## src/rtl/p_hardisc.sv

```systemverilog
// Shared definitions for the hardisc core and its bus peripherals:
// timer register offsets, AHB-Lite encodings and the data-bus checksum.
package p_hardisc;

  // Machine timer register offsets (byte offsets inside the 32-byte window)
  localparam logic [4:0] TMR_MTIME_LO = 5'h00;
  localparam logic [4:0] TMR_MTIME_HI = 5'h04;
  localparam logic [4:0] TMR_CMP_LO   = 5'h08;
  localparam logic [4:0] TMR_CMP_HI   = 5'h0C;
  localparam logic [4:0] TMR_CTRL     = 5'h10;
  localparam logic [4:0] TMR_END      = 5'h14;

  // AHB-Lite transfer types
  localparam logic [1:0] HTRANS_IDLE   = 2'b00;
  localparam logic [1:0] HTRANS_BUSY   = 2'b01;
  localparam logic [1:0] HTRANS_NONSEQ = 2'b10;
  localparam logic [1:0] HTRANS_SEQ    = 2'b11;

  // AHB-Lite transfer sizes
  localparam logic [2:0] HSIZE_BYTE = 3'b000;
  localparam logic [2:0] HSIZE_HALF = 3'b001;
  localparam logic [2:0] HSIZE_WORD = 3'b010;

  // SECDED (39,32) check bits. Data bits occupy the Hamming positions 1..38
  // that are not powers of two (3,5,6,7,9,...). Check bit k is the parity of
  // every data bit whose position has bit k set; bit 6 is the overall parity
  // of data and the six Hamming bits.
  function automatic logic [6:0] secded_encode(input logic [31:0] data);
    logic [6:0] chk;
    int         j;
    chk = '0;
    j   = 0;
    for (int pos = 1; pos < 39; pos++) begin
      if ((pos & (pos - 1)) != 0) begin
        for (int k = 0; k < 6; k++) begin
          if (((pos >> k) & 1) == 1) chk[k] = chk[k] ^ data[j];
        end
        j = j + 1;
      end
    end
    chk[6] = (^data) ^ (^chk[5:0]);
    return chk;
  endfunction

endpackage

```

## src/rtl/ahb_timer.sv

```systemverilog
// Machine timer on the AHB-Lite data bus: 64-bit mtime with prescaler,
// 64-bit mtimecmp, control register and the level timer interrupt.
// Valid/ready contract: a transfer is taken when hsel & htrans[1] & hready are
// high at a clock edge; legal transfers complete with zero wait states, illegal
// ones get the two-cycle ERROR response (hreadyout low then high, hresp high).
module ahb_timer
  import p_hardisc::*;
#(
  parameter int          PRESC_W   = 8,
  parameter logic [31:0] BASE_ADDR = 32'h0
) (
  input  logic        s_clk_i,
  input  logic        s_resetn_i,
  input  logic        s_hsel_i,
  input  logic [31:0] s_haddr_i,
  input  logic [1:0]  s_htrans_i,
  input  logic        s_hwrite_i,
  input  logic [2:0]  s_hsize_i,
  input  logic [31:0] s_hwdata_i,
  input  logic        s_hready_i,
  output logic [31:0] s_hrdata_o,
  output logic [6:0]  s_hrchecksum_o,
  output logic        s_hreadyout_o,
  output logic        s_hresp_o,
  output logic        s_int_mtip_o
);

  localparam logic [1:0] ST_IDLE = 2'd0;
  localparam logic [1:0] ST_ERR1 = 2'd1;
  localparam logic [1:0] ST_ERR2 = 2'd2;

  // Selection comes from hsel; the base address and upper address bits are not decoded.
  logic unused_bits;
  assign unused_bits = ^{BASE_ADDR, s_haddr_i[31:5], s_htrans_i[0]};

  logic [4:0]         addr_off;
  logic               accept;
  logic               addr_err;
  logic               dp_valid, dp_write, dp_err;
  logic [4:0]         dp_off;
  logic               wr_en;
  logic [1:0]         state, state_next;
  logic [63:0]        mtime, mtimecmp;
  logic               ctrl_en;
  logic [PRESC_W-1:0] ctrl_presc, pcnt;
  logic               tick;
  logic [31:0]        rd_val, ctrl_rd;

  assign addr_off = s_haddr_i[4:0];
  assign accept   = s_hsel_i & s_htrans_i[1] & s_hready_i;
  assign addr_err = (s_hsize_i != HSIZE_WORD) | (addr_off[1:0] != 2'b00) |
                    (addr_off >= TMR_END);
  assign wr_en    = dp_valid & dp_write & ~dp_err;
  assign tick     = ctrl_en & (pcnt == ctrl_presc);

  // Address-phase capture of the transfer attributes for the data phase
  always_ff @(posedge s_clk_i or negedge s_resetn_i) begin
    if (!s_resetn_i) begin
      dp_valid <= 1'b0;
      dp_write <= 1'b0;
      dp_off   <= '0;
      dp_err   <= 1'b0;
    end else begin
      dp_valid <= accept;
      if (accept) begin
        dp_write <= s_hwrite_i;
        dp_off   <= addr_off;
        dp_err   <= addr_err;
      end
    end
  end

  // Error-response state: IDLE for legal traffic, ERR1/ERR2 for the two error cycles
  always_comb begin
    state_next = state;
    case (state)
      ST_IDLE: if (accept && addr_err) state_next = ST_ERR1;
      ST_ERR1: state_next = ST_ERR2;
      ST_ERR2: state_next = (accept && addr_err) ? ST_ERR1 : ST_IDLE;
      default: state_next = ST_IDLE;
    endcase
  end

  // Error-response state register
  always_ff @(posedge s_clk_i or negedge s_resetn_i) begin
    if (!s_resetn_i) state <= ST_IDLE;
    else             state <= state_next;
  end

  assign s_hreadyout_o = (state != ST_ERR1);
  assign s_hresp_o     = (state != ST_IDLE);

  // Register read mux; values are the ones held before this edge's updates
  always_comb begin
    ctrl_rd                = '0;
    ctrl_rd[0]             = ctrl_en;
    ctrl_rd[8 +: PRESC_W]  = ctrl_presc;
    rd_val                 = '0;
    case (addr_off)
      TMR_MTIME_LO: rd_val = mtime[31:0];
      TMR_MTIME_HI: rd_val = mtime[63:32];
      TMR_CMP_LO:   rd_val = mtimecmp[31:0];
      TMR_CMP_HI:   rd_val = mtimecmp[63:32];
      TMR_CTRL:     rd_val = ctrl_rd;
      default:      rd_val = '0;
    endcase
  end

  // Read data and its checksum are captured at the accepting edge and held
  always_ff @(posedge s_clk_i or negedge s_resetn_i) begin
    if (!s_resetn_i) begin
      s_hrdata_o     <= '0;
      s_hrchecksum_o <= secded_encode(32'h0);
    end else if (accept && !s_hwrite_i && !addr_err) begin
      s_hrdata_o     <= rd_val;
      s_hrchecksum_o <= secded_encode(rd_val);
    end
  end

  // Control register and prescaler counter; a CTRL write restarts the prescale period
  always_ff @(posedge s_clk_i or negedge s_resetn_i) begin
    if (!s_resetn_i) begin
      ctrl_en    <= 1'b1;
      ctrl_presc <= '0;
      pcnt       <= '0;
    end else if (wr_en && dp_off == TMR_CTRL) begin
      ctrl_en    <= s_hwdata_i[0];
      ctrl_presc <= s_hwdata_i[8 +: PRESC_W];
      pcnt       <= '0;
    end else if (ctrl_en) begin
      pcnt <= tick ? '0 : pcnt + 1'b1;
    end
  end

  // mtime: a software write to either half wins over the increment in that cycle
  always_ff @(posedge s_clk_i or negedge s_resetn_i) begin
    if (!s_resetn_i)                               mtime <= '0;
    else if (wr_en && dp_off == TMR_MTIME_LO)      mtime <= {mtime[63:32], s_hwdata_i};
    else if (wr_en && dp_off == TMR_MTIME_HI)      mtime <= {s_hwdata_i, mtime[31:0]};
    else if (tick)                                 mtime <= mtime + 64'd1;
  end

  // mtimecmp halves are written independently
  always_ff @(posedge s_clk_i or negedge s_resetn_i) begin
    if (!s_resetn_i)                               mtimecmp <= '1;
    else if (wr_en && dp_off == TMR_CMP_LO)        mtimecmp[31:0]  <= s_hwdata_i;
    else if (wr_en && dp_off == TMR_CMP_HI)        mtimecmp[63:32] <= s_hwdata_i;
  end

  // Registered level interrupt from the unsigned 64-bit compare
  always_ff @(posedge s_clk_i or negedge s_resetn_i) begin
    if (!s_resetn_i) s_int_mtip_o <= 1'b0;
    else             s_int_mtip_o <= (mtime >= mtimecmp);
  end

endmodule
```

## config.mk

```make
export PLATFORM = sky130hd
export DESIGN_NAME = ahb_timer
export DESIGN_NICKNAME = d
export VERILOG_FILES = /design/src/rtl/p_hardisc.sv /design/src/rtl/ahb_timer.sv
export SDC_FILE = /design/constraint.sdc
export NUM_CORES = 1
export LEC_CHECK = 0
export ABC_AREA = 1
export CORE_ASPECT_RATIO = 0.7
export CORE_MARGIN = 2
export CORE_UTILIZATION = 35
export DETAILED_ROUTE_END_ITERATION = 7
export DONT_BUFFER_PORTS = 1
export GPL_TIMING_DRIVEN = 0
export RECOVER_POWER = 50
export SLEW_MARGIN = 20
export SYNTH_ARGS = -nofsm -noshare
export SYNTH_HDL_FRONTEND = slang
export SYNTH_SLANG_ARGS = --single-unit
```

## constraint.sdc

```tcl
create_clock -name s_clk_i -period 3.1 [get_ports s_clk_i]
set_input_delay 0.31 -clock s_clk_i [delete_from_list [all_inputs] [get_ports s_clk_i]]
set_output_delay 0.31 -clock s_clk_i [all_outputs]
set_load 0.03 [all_outputs]
```

==> flow_summary.yaml, run 1 <==
logic_synthesis:
  async_flop_share_pct: 100
  netlist_area_um2: 14300
  syn-instance-count: 2101
  synth_edf_count: 0
  synthDistinctLibCells: 49
  ys_warn_count: 0
  ys_seq_area_share_pct: 34.6
  syn_avg_cell_area_um2: 6.82
  ys_dominant_reg_cell: "dfrtp_1"
  synth_nets: 2241
  synth-seq-cells: 195
die:
  core_um2: 40100
  dieArea_um2: 42600
  die_h_um: 173
  start_util_pct: 35.8
  pin_count: 116
  fp.dieW_um: 246
  num_rows: 61
setup_path:
  worst-setup-path-type: "register to register"
  critical_path_buf_inv_count: 1
  crit_family: "simple AND/OR/NAND/NOR gates"
  crit_arrival_ns: 3.38
  worstPathRequired_ns: 3.46
  crit_path_top_delay_cell: "dfrtp_1"
  cp_slowest_stage_delay_ns: 0.46
  critPathCaptureType: "register"
  worstPathCellList: "ha_1 > nand4_1 > inv_1 > nand2_1 > nor2_1 > nand3_1 > nor4_4 > nand3b_1 > nor4_2 > xor2_1 > o21ai_0 > nand2_1"
  crit_cells: 12
  reg2reg_depth: 12
  path_max_fanout: 5
  timing.critical_path.mode_cell: "nand2_1"
  reg2reg_slack_ns: 0.08
  cp-start-kind: "register"
timing:
  clock_skew_ns: 0.0116
  holdWs_ns: -0.482
  relSlewSlack_pct: 47.7
  slew_viol_final: 0
  finalHoldViolations: 195
  tightest_slew_ns: 0.785
  fmax_mhz: 331
  tns_ns: 0
  post-route-period-util_pct: 97.4
  period_minus_slack_ns: 3.02
  fin_ws_ns: 0.0817
  setup_viol: 0
grt:
  antenna_found_initial: 2
  grt.overflow.total: 0
  gr-max-usage-layer: "met1"
  grt_max_degree: 196
  globalRouteMet1Util_pct: 43.2
  grt.met2_usage_pct: 37.8
  grt_use_met3_pct: 9.07
  grt_pass1_wl_um: 90000
  grtUsageTotal_pct: 28.3
  first_global_vias: 14100
power:
  swShare_pct: 47.8
  p_per_area_nw_per_um2: 672
  power_mw: 10.7
  pwr-share-clk_pct: 22.3
  p_switching_mw: 5.12
  irDropWorstVdd_v: 0.000440
  power_frac_seq_pct: 34.7
  leakage_nw: 8.97
  p_int_mw: 5.60
  pwr-share-comb_pct: 43.1
routing:
  drc_errors: 0
  routedWlPerCell_um: 22.5
  vias: 15400
  vias_per_cell: 5.74
  antenna_left: 0
  wl_um: 60300
  firstDrtPassIters: 6
  drt-initial-drc-count: 1914
place:
  io_buffers: 0
  dp.cells: 2636
  place_ws_ns: -0.582
  dp_hpwl_um: 48200
  placedInstanceArea_um2: 15000
  gp_congestion: 1.02
clocking:
  clk-insertion-delay-late_ns: 0.48
  holdBufCountCts: 10
  cts_sinks: 195
  cts_made_buffers: 17
  path_clk_slew_ns: 0.09
  h-tree-depth: 4
  cts_root_buf: "clkbuf_16"
  cts_tree: "built"
  clockBufferDepth: 2
final_layout:
  fill_cells: 4279
  multi_input_area_um2: 8150
  final_area_um2: 16000
  stdcell_count: 2686
  ff_latch_area_um2: 4970
  finish.utilization_pct: 39.8
  nets: 2276
  layout-drive-gt1-share_pct: 9.21
  area_growth_pct: 11.3
outcome:
  status: "finished, violations left"
  failed_checks: "negative hold slack"
worst_hold_path:
  hold_class: "input port to async pin"
flow_run:
  maxCapViolCount: 0
per-layer routing:
metal / routed length, um / vias to the layer above / share of wire [%]
met4: 1200 / 2 / 2.0
li1: - / 7076 / -
met3: 7720 / 81 / 13
met2: 23300 / 826 / 39
met1: 28000 / 7440 / 46
met5: 116 / - / 0.19
cells in the mapped netlist (all sizes together) (2+ instances only):
| cell type | number | area [um^2] |
|---|---|---|
| a211oi | 4 | 30.0 |
| a21o | 3 | 22.5 |
| a21oi | 53 | 265 |
| a221oi | 2 | 17.5 |
| a22oi | 4 | 30.0 |
| buf | 24 | 125 |
| clkbuf | 55 | 206 |
| dfrtp | 130 | 3250 |
| dfstp | 65 | 1710 |
| ha | 66 | 826 |
| inv | 280 | 1050 |
| nand2 | 648 | 2440 |
| nand3 | 107 | 536 |
| nand3b | 3 | 22.5 |
| nand4 | 145 | 913 |
| nor2 | 123 | 519 |
| nor3 | 34 | 170 |
| nor4 | 22 | 153 |
| nor4b | 2 | 23.8 |
| o211ai | 12 | 90.1 |
| o21ai | 226 | 1130 |
| o221ai | 22 | 193 |
| o22ai | 7 | 43.8 |
| or3 | 2 | 12.5 |
| xnor2 | 12 | 113 |
| xor2 | 38 | 333 |
layout by cell type (no fill, tap or decap), types with 11 or more instances in the layout:
cell	count
clkbuf_16	17
nand3_1	107
o211ai_1	12
inv_1	263
buf_2	19
nor3_1	29
a21oi_1	53
clkbuf_1	51
xor2_1	38
o21ai_0	224
nor4_1	12
dfrtp_1	125
nand4_1	144
inv_2	16
xnor2_1	11
o221ai_1	22
ha_1	66
nand2_1	639
dfstp_2	65
nor2_1	106
power by group through the flow:
| stage | clock network (mW) | registers, mW | logic [mW] |
|---|---|---|---|
| 2_1_floorplan | 0 | 3.40 | 3.14 |
| 3_3_place_gp | 0 | 3.72 | 4.14 |
| 3_5_place_dp | 0 | 3.72 | 4.22 |
| 4_1_cts | 2.42 | 3.68 | 4.28 |
| 5_1_grt | 2.51 | 3.75 | 5.14 |
| 6_report | 2.39 | 3.72 | 4.62 |
path summary, 6_finish.rpt:
check                                   start      endpoint
worst max-delay path                 mtime[1]     mtime[56]
worst min-delay path               s_resetn_i     mtime[52]
max in group asynchronous          s_resetn_i  mtimecmp[33]
worst max register to register       mtime[1]     mtime[56]
min in group s_clk_i            s_hwdata_i[3]      mtime[3]
worst min register to register       state[1]      state[1]
registers in the layout, indices dropped and copies added (netlist names):
register        flops
ctrl_en             1
s_int_mtip_o        1
mtime              64
dp_off              5
pcnt                8
dp_valid            1
s_hrchecksum_o      7
state               2
s_hrdata_o         32
ctrl_presc          8
mtimecmp           64
dp_err              1
dp_write            1
area by class of cell:
class                   instances  share of cell area, %
clock buffers                  17                   2.67
repair buffers                 16                  0.988
clock inverters                15                   1.16
well taps                     535                   4.20
inverters                     281                   6.64
diodes                          2                 0.0314
plain buffers                  79                   2.11
multi-input cells            1546                   51.1
flip-flops and latches        195                   31.1
cell families (layout without fill, tap and decap cells):
| family | after synthesis | count (layout) | synth area share, % |
|---|---|---|---|
| simple gates | 1089 | 1089 | 33.6 |
| buf+inv | 360 | 408 | 9.68 |
| other cells | 0 | 2 | 0 |
| flops | 195 | 195 | 34.6 |
| fa+ha+maj | 66 | 66 | 5.76 |
| xor+xnor | 50 | 50 | 3.11 |
| compound gates | 341 | 341 | 13.2 |
what timing repair did:
item	in CTS	in global routing
pin swaps	1	2
buffers inserted	2	4
endpoints found under the setup margin	61	40
gates cloned	0	0
resized for setup	9	33
hold endpoints to repair	205	195
Power figures use the tool's default switching activity.
==> run 2, diff against run 1 <==
- CELL_PAD_IN_SITES_DETAIL_PLACEMENT: default -> 1
- CELL_PAD_IN_SITES_GLOBAL_PLACEMENT: default -> 1
- PLACE_DENSITY_LB_ADDON: default -> 0.15
==> run 2 against run 1 <==
  * The run still ends with negative hold slack left
  * Clock skew rose by 0.0067 ns
  * Via count rose by 0.10%
  * Die area unchanged
  * Global-route usage up 3.1 points
  * Cell area increased by 1.6%
  * Register-to-register slack lost 0.04 ns
==> flow_summary.yaml, run 2 (same netlist as run 1, synthesis figures left out) <==
worst_hold_path:
  hold_class: "input port to async pin"
routing:
  wl_um: 66100
  routedWlPerCell_um: 24.5
  vias_per_cell: 5.71
  drc_errors: 0
  drt-initial-drc-count: 1573
  firstDrtPassIters: 5
  antenna_left: 0
  vias: 15400
final_layout:
  final_cell_mix: "nand2_1, inv_1, o21ai_0, nand4_1, dfrtp_1"
  stdcell_count: 2703
  ff_latch_area_um2: 4970
  fill_cells: 5172
  final_common_cell: "nand2_1"
  layout-drive-gt1-share_pct: 11.5
  diodes: 0
  area_growth_pct: 13.1
  finish.utilization_pct: 40.4
  multi_input_area_um2: 8280
  nets: 2295
  reg.largest.list: "mtime (64), mtimecmp (64), s_hrdata_o (32)"
timing:
  holdWs_ns: -0.481
  relSlewSlack_pct: 36.5
  clock_skew_ns: 0.0184
  fmax_mhz: 327
  post-route-period-util_pct: 98.6
  tightest_slew_ns: 0.943
  tns_ns: 0
  slew_viol_final: 0
  period_minus_slack_ns: 3.06
  finalHoldViolations: 186
  setup_viol: 0
  grt_setup_unrepaired: "yes"
die:
  core_um2: 40100
  start_util_pct: 35.8
  die_h_um: 173
  pin_count: 116
  num_rows: 61
  fp.dieW_um: 246
  dieArea_um2: 42600
place:
  io_buffers: 0
  dp.cells: 2636
  dp_hpwl_um: 54000
  gp_congestion: 0.950
power:
  leakage_nw: 9.10
  swShare_pct: 48.0
  pwr-share-comb_pct: 45.9
  p_int_mw: 5.76
  irDropWorstVdd_v: 0.000444
  power_frac_seq_pct: 33.6
  p_switching_mw: 5.32
  p_per_area_nw_per_um2: 683
  power_mw: 11.1
  pwr-share-clk_pct: 20.5
outcome:
  failed_checks: "negative hold slack"
  status: "finished, violations left"
grt:
  antenna_found_initial: 0
  grtUsageTotal_pct: 31.4
  grt_max_degree: 196
  grt_pass1_wl_um: 98900
  grt.overflow.total: 0
  first_global_vias: 15200
clocking:
  cts_root_buf: "clkbuf_16"
  path_clk_slew_ns: 0.08
  clockBufferDepth: 2
  clk-insertion-delay-late_ns: 0.49
  h-tree-depth: 4
  cts_made_buffers: 17
  cts_tree: "built"
  holdBufCountCts: 13
  cts_sinks: 195
setup_path:
  reg2reg_slack_ns: 0.04
  reg2reg_depth: 16
  cp-start-kind: "register"
  timing.rr.end: "mtime[62]"
  path_max_fanout: 5
  worstSetupEndpoint: "mtime[62]"
  startpoint: "mtime[6]"
  crit_arrival_ns: 3.41
  worstPathRequired_ns: 3.45
  worst-setup-path-type: "register to register"
  r2r-start: "mtime[6]"
  critPathCaptureType: "register"
flow_run:
  maxCapViolCount: 0
run 2: cell count changes in the layout (fill, tap and decap cells not counted), sizes merged:
| cell | previous run | this run |
|---|---|---|
| buf | 30 | 44 |
| bufinv | 0 | 1 |
| clkbuf | 72 | 75 |
| clkinv | 9 | 7 |
| clkinvlp | 1 | 3 |
| diode | 2 | 0 |
| dlygate4sd3 | 10 | 13 |
| inv | 286 | 284 |
run 2: repair_timing:
action | CTS | global route
endpoints found under the setup margin | 63 | 44
pin swaps | 2 | 5
resized for setup | 34 | 73
setup buffers | 5 | 18
hold endpoints to repair | 209 | 195
run 2: area by class of cell:
type                    instances  share of cell area [%]
clock buffers                  18                    2.65
repair buffers                 36                    1.95
inverters                     281                    6.53
clock inverters                14                   0.764
flip-flops and latches        195                    30.7
well taps                     535                    4.13
multi-input cells            1546                    51.1
plain buffers                  78                    2.21
run 2: how the worst min path moves through the flow:
stage | start | to | slack [ns]
floorplan | s_resetn_i | ctrl_presc[0] | 0.01
global placement | s_resetn_i | pcnt[6] | 0.02
detailed placement | s_resetn_i | pcnt[6] | 0.02
CTS | s_resetn_i | ctrl_presc[7] | -0.50
global route | s_resetn_i | mtime[13] | -0.51
finish | s_resetn_i | pcnt[6] | -0.48
run 2: worst max-delay path: stages (launching register included):
cell	delay (ns)
dfrtp_2	0.43
nand2_2	0.10
nor2_2	0.13
nand4_1	0.30
inv_2	0.16
nand2_1	0.12
nor3_2	0.15
inv_1	0.10
nor2_1	0.09
inv_1	0.12
nor4_4	0.36
nand4_1	0.21
buf_4	0.22
nor2_2	0.11
xor2_1	0.07
o21ai_0	0.14
o21ai_0	0.12
run 2: stage by stage:
| step | area (um^2) | setup WS (ns) |
|---|---|---|
| floorplan | 14300 | 0.772 |
| global placement | 15000 | -0.754 |
| global route | 16200 | -0.0799 |
| detailed placement | 15000 | -0.921 |
| finish | 16200 | 0.0425 |
| CTS | 15900 | -0.0186 |
run 2: power by group through the flow:
stage,registers [mW],clock network (mW),logic (mW)
final,3.72,2.27,5.08
after global routing,3.76,2.39,5.61
after detailed placement,3.75,0,4.45
after CTS,3.71,2.30,4.67
after floorplan,3.40,0,3.14
after global placement,3.74,0,4.30
run 2: routing by layer:
layer / GRT usage, % / up-vias / share of wire (%)
met5: 0 / - / 0
met4: 4.65 / 0 / 0.94
met3: 7.46 / 47 / 7.8
met2: 45.1 / 498 / 41
met1: 48.0 / 7792 / 50
li1: - / 7104 / -
==> run 3, diff against run 2 <==
- GPL_ROUTABILITY_DRIVEN: default -> 0
- clock period: 3.1 -> 3.2 ns (I/O delays scaled with it)
==> run 3 against run 2 <==
  * The run still ends with negative hold slack left
  * Sequential power decreased by 3%
  * Utilization fell by 0.22 points
  * Clock power up 3%
  * Fmax down 0.76%
  * Register-to-register slack improved by 0.08 ns
  * Setup slack improved by 0.077 ns
  * Non-clock buffer count fell by 4
  * Die area did not move
  * Sequential share of layout area increased by 0.18 points
  * First-iteration DRC count shrank 0.32%
  * Critical endpoint is now mtime[46]
  * Largest cell class unchanged
  * Highest routed layer unchanged
==> flow_summary.yaml, run 3 (same netlist as run 1, synthesis figures left out) <==
place:
  place_ws_ns: -0.762
  dp_hpwl_um: 52700
  placedInstanceArea_um2: 15000
  io_buffers: 0
clocking:
  clk-insertion-delay-late_ns: 0.47
  path_clk_slew_ns: 0.09
  clockBufferDepth: 2
  cts_tree: "built"
  h-tree-depth: 4
  cts_made_buffers: 17
  cts_root_buf: "clkbuf_16"
  holdBufCountCts: 12
  cts_sinks: 195
setup_path:
  r2r-start: "mtime[1]"
  cp-start-kind: "register"
  cp_slowest_stage_delay_ns: 0.42
  startpoint: "mtime[1]"
  crit_arrival_ns: 3.42
  crit_path_top_delay_cell: "dfrtp_2"
  path_max_fanout: 5
  critPathCaptureType: "register"
  worstPathCellList: "ha_1 > nand4_1 > inv_2 > nand2_1 > nor3_1 > inv_1 > nor2_1 > inv_1 > nor4_4 > nand4_1 > buf_4 > xor2_1 > o21ai_0 > o21ai_0"
  worstPathRequired_ns: 3.54
  worst-setup-path-type: "register to register"
die:
  start_util_pct: 35.8
  num_rows: 61
  pin_count: 116
  fp.dieW_um: 246
  die_h_um: 173
  dieArea_um2: 42600
  core_um2: 40100
routing:
  vias_per_cell: 5.81
  routedWlPerCell_um: 24.2
  drt-initial-drc-count: 1568
  met3_length_um: 5100
  wl_met2_um: 27700
  met1Wirelength_um: 31700
  antenna_left: 0
  wl_um: 65300
  top_layer: "met4"
  firstDrtPassIters: 5
  drc_errors: 0
  vias: 15700
final_layout:
  reg.largest.list: "mtime (64), mtimecmp (64), s_hrdata_o (32)"
  final_cell_mix: "nand2_1, inv_1, o21ai_0, nand4_1, dfrtp_1"
  final_common_cell: "nand2_1"
  final_area_um2: 16100
  area_growth_pct: 12.5
  nets: 2291
  fill_cells: 5107
  layout-drive-gt1-share_pct: 10.3
timing:
  tns_ns: 0
  fin_ws_ns: 0.119
  slew_viol_final: 0
  setup_viol: 0
  finalHoldViolations: 195
  post-route-period-util_pct: 96.3
  relSlewSlack_pct: 44.0
  holdWs_ns: -0.463
  fmax_mhz: 325
  period_minus_slack_ns: 3.08
  tightest_slew_ns: 0.841
  clock_skew_ns: 0.0197
outcome:
  failed_checks: "negative hold slack"
  status: "finished, violations left"
grt:
  grt_max_degree: 196
  antenna_found_initial: 2
  first_global_vias: 15400
  grt_pass1_wl_um: 98100
  grt.overflow.total: 0
  grtUsageTotal_pct: 30.8
worst_hold_path:
  hold_class: "input port to async pin"
power:
  p_per_area_nw_per_um2: 666
  leakage_nw: 9.04
  irDropWorstVdd_v: 0.000423
  power_mw: 10.7
flow_run:
  maxCapViolCount: 0
==> run 3: cell types whose count changed in the layout (fill, tap and decap cells not counted), moves of 4 or more <==
cell,change
buf_2,+5
clkinv_8,+4
nand2_1,+4
clkbuf_4,-4
buf_4,-6
nor2_2,-4
clkbuf_1,+8
clkbuf_2,-7
nand2_2,-4
nor2_4,-4
nor2_1,+8
==> run 3: metal layers <==
layer / up-vias / track usage [%]
li1: 7116 / -
met1: 7942 / 47.6
met2: 573 / 45.4
met3: 48 / 4.55
met4: 0 / 5.66
met5: - / 0
==> run 3: cell type report <==
cell class                 count  area (um^2)  area share [%]
clock inverter                15          190            1.18
buffer                        79          337            2.09
multi-input combinational   1546         8180            50.8
inverter                     281         1060            6.57
antenna                        1         2.50          0.0155
tap                          535          669            4.15
sequential                   195         4970            30.9
timing repair buffer          31          275            1.71
clock buffer                  17          425            2.64
==> run 3: path summary, 6_finish.rpt <==
kind | cells past startpoint | slack [ns] | endpoint
min | 0 | -0.46 | pcnt[6]
min in group s_clk_i | 2 | 0.03 | mtime[32]
max | 14 | 0.12 | mtime[46]
max reg2reg | 14 | 0.12 | mtime[46]
min reg2reg | 1 | 0.43 | state[1]
max in group asynchronous | 0 | 3.19 | mtimecmp[58]
==> run 3: timing repair <==
| action | 4_1_cts | 5_1_grt |
|---|---|---|
| pin swaps | 3 | 5 |
| setup endpoints to repair | 58 | 41 |
| hold endpoints to repair | 207 | 195 |
| resized for setup | 21 | 39 |
| buffers inserted | 6 | 13 |
==> run 3: power breakdown <==
part	total, mW	internal (mW)	switching (mW)
Sequential	3.60	2.90	0.698
Clock	2.33	1.13	1.20
Combinational	4.79	1.53	3.26
Total	10.7	5.57	5.16
==> run 3: worst max-delay path: cells and delay by family (launching register included) <==
| kind | cells | cell delay (ns) |
|---|---|---|
| buffers and inverters | 4 | 0.62 |
| adders and majority gates | 1 | 0.21 |
| DFF | 1 | 0.42 |
| and+or+nand+nor | 6 | 1.32 |
| AOI/OAI and AO/OA | 2 | 0.23 |
| xor gates and xnor gates | 1 | 0.14 |
==> run 3: through the flow <==
stage                     hold slack [ns]  instances  utilization (%)
after global routing               -0.487       2699             40.2
after detailed placement           0.0285       2636             37.4
after CTS                          -0.489       2686             39.7
final                              -0.463       2700             40.2
after global placement             0.0282       2636             37.4
after floorplan                    0.0244       2101                -
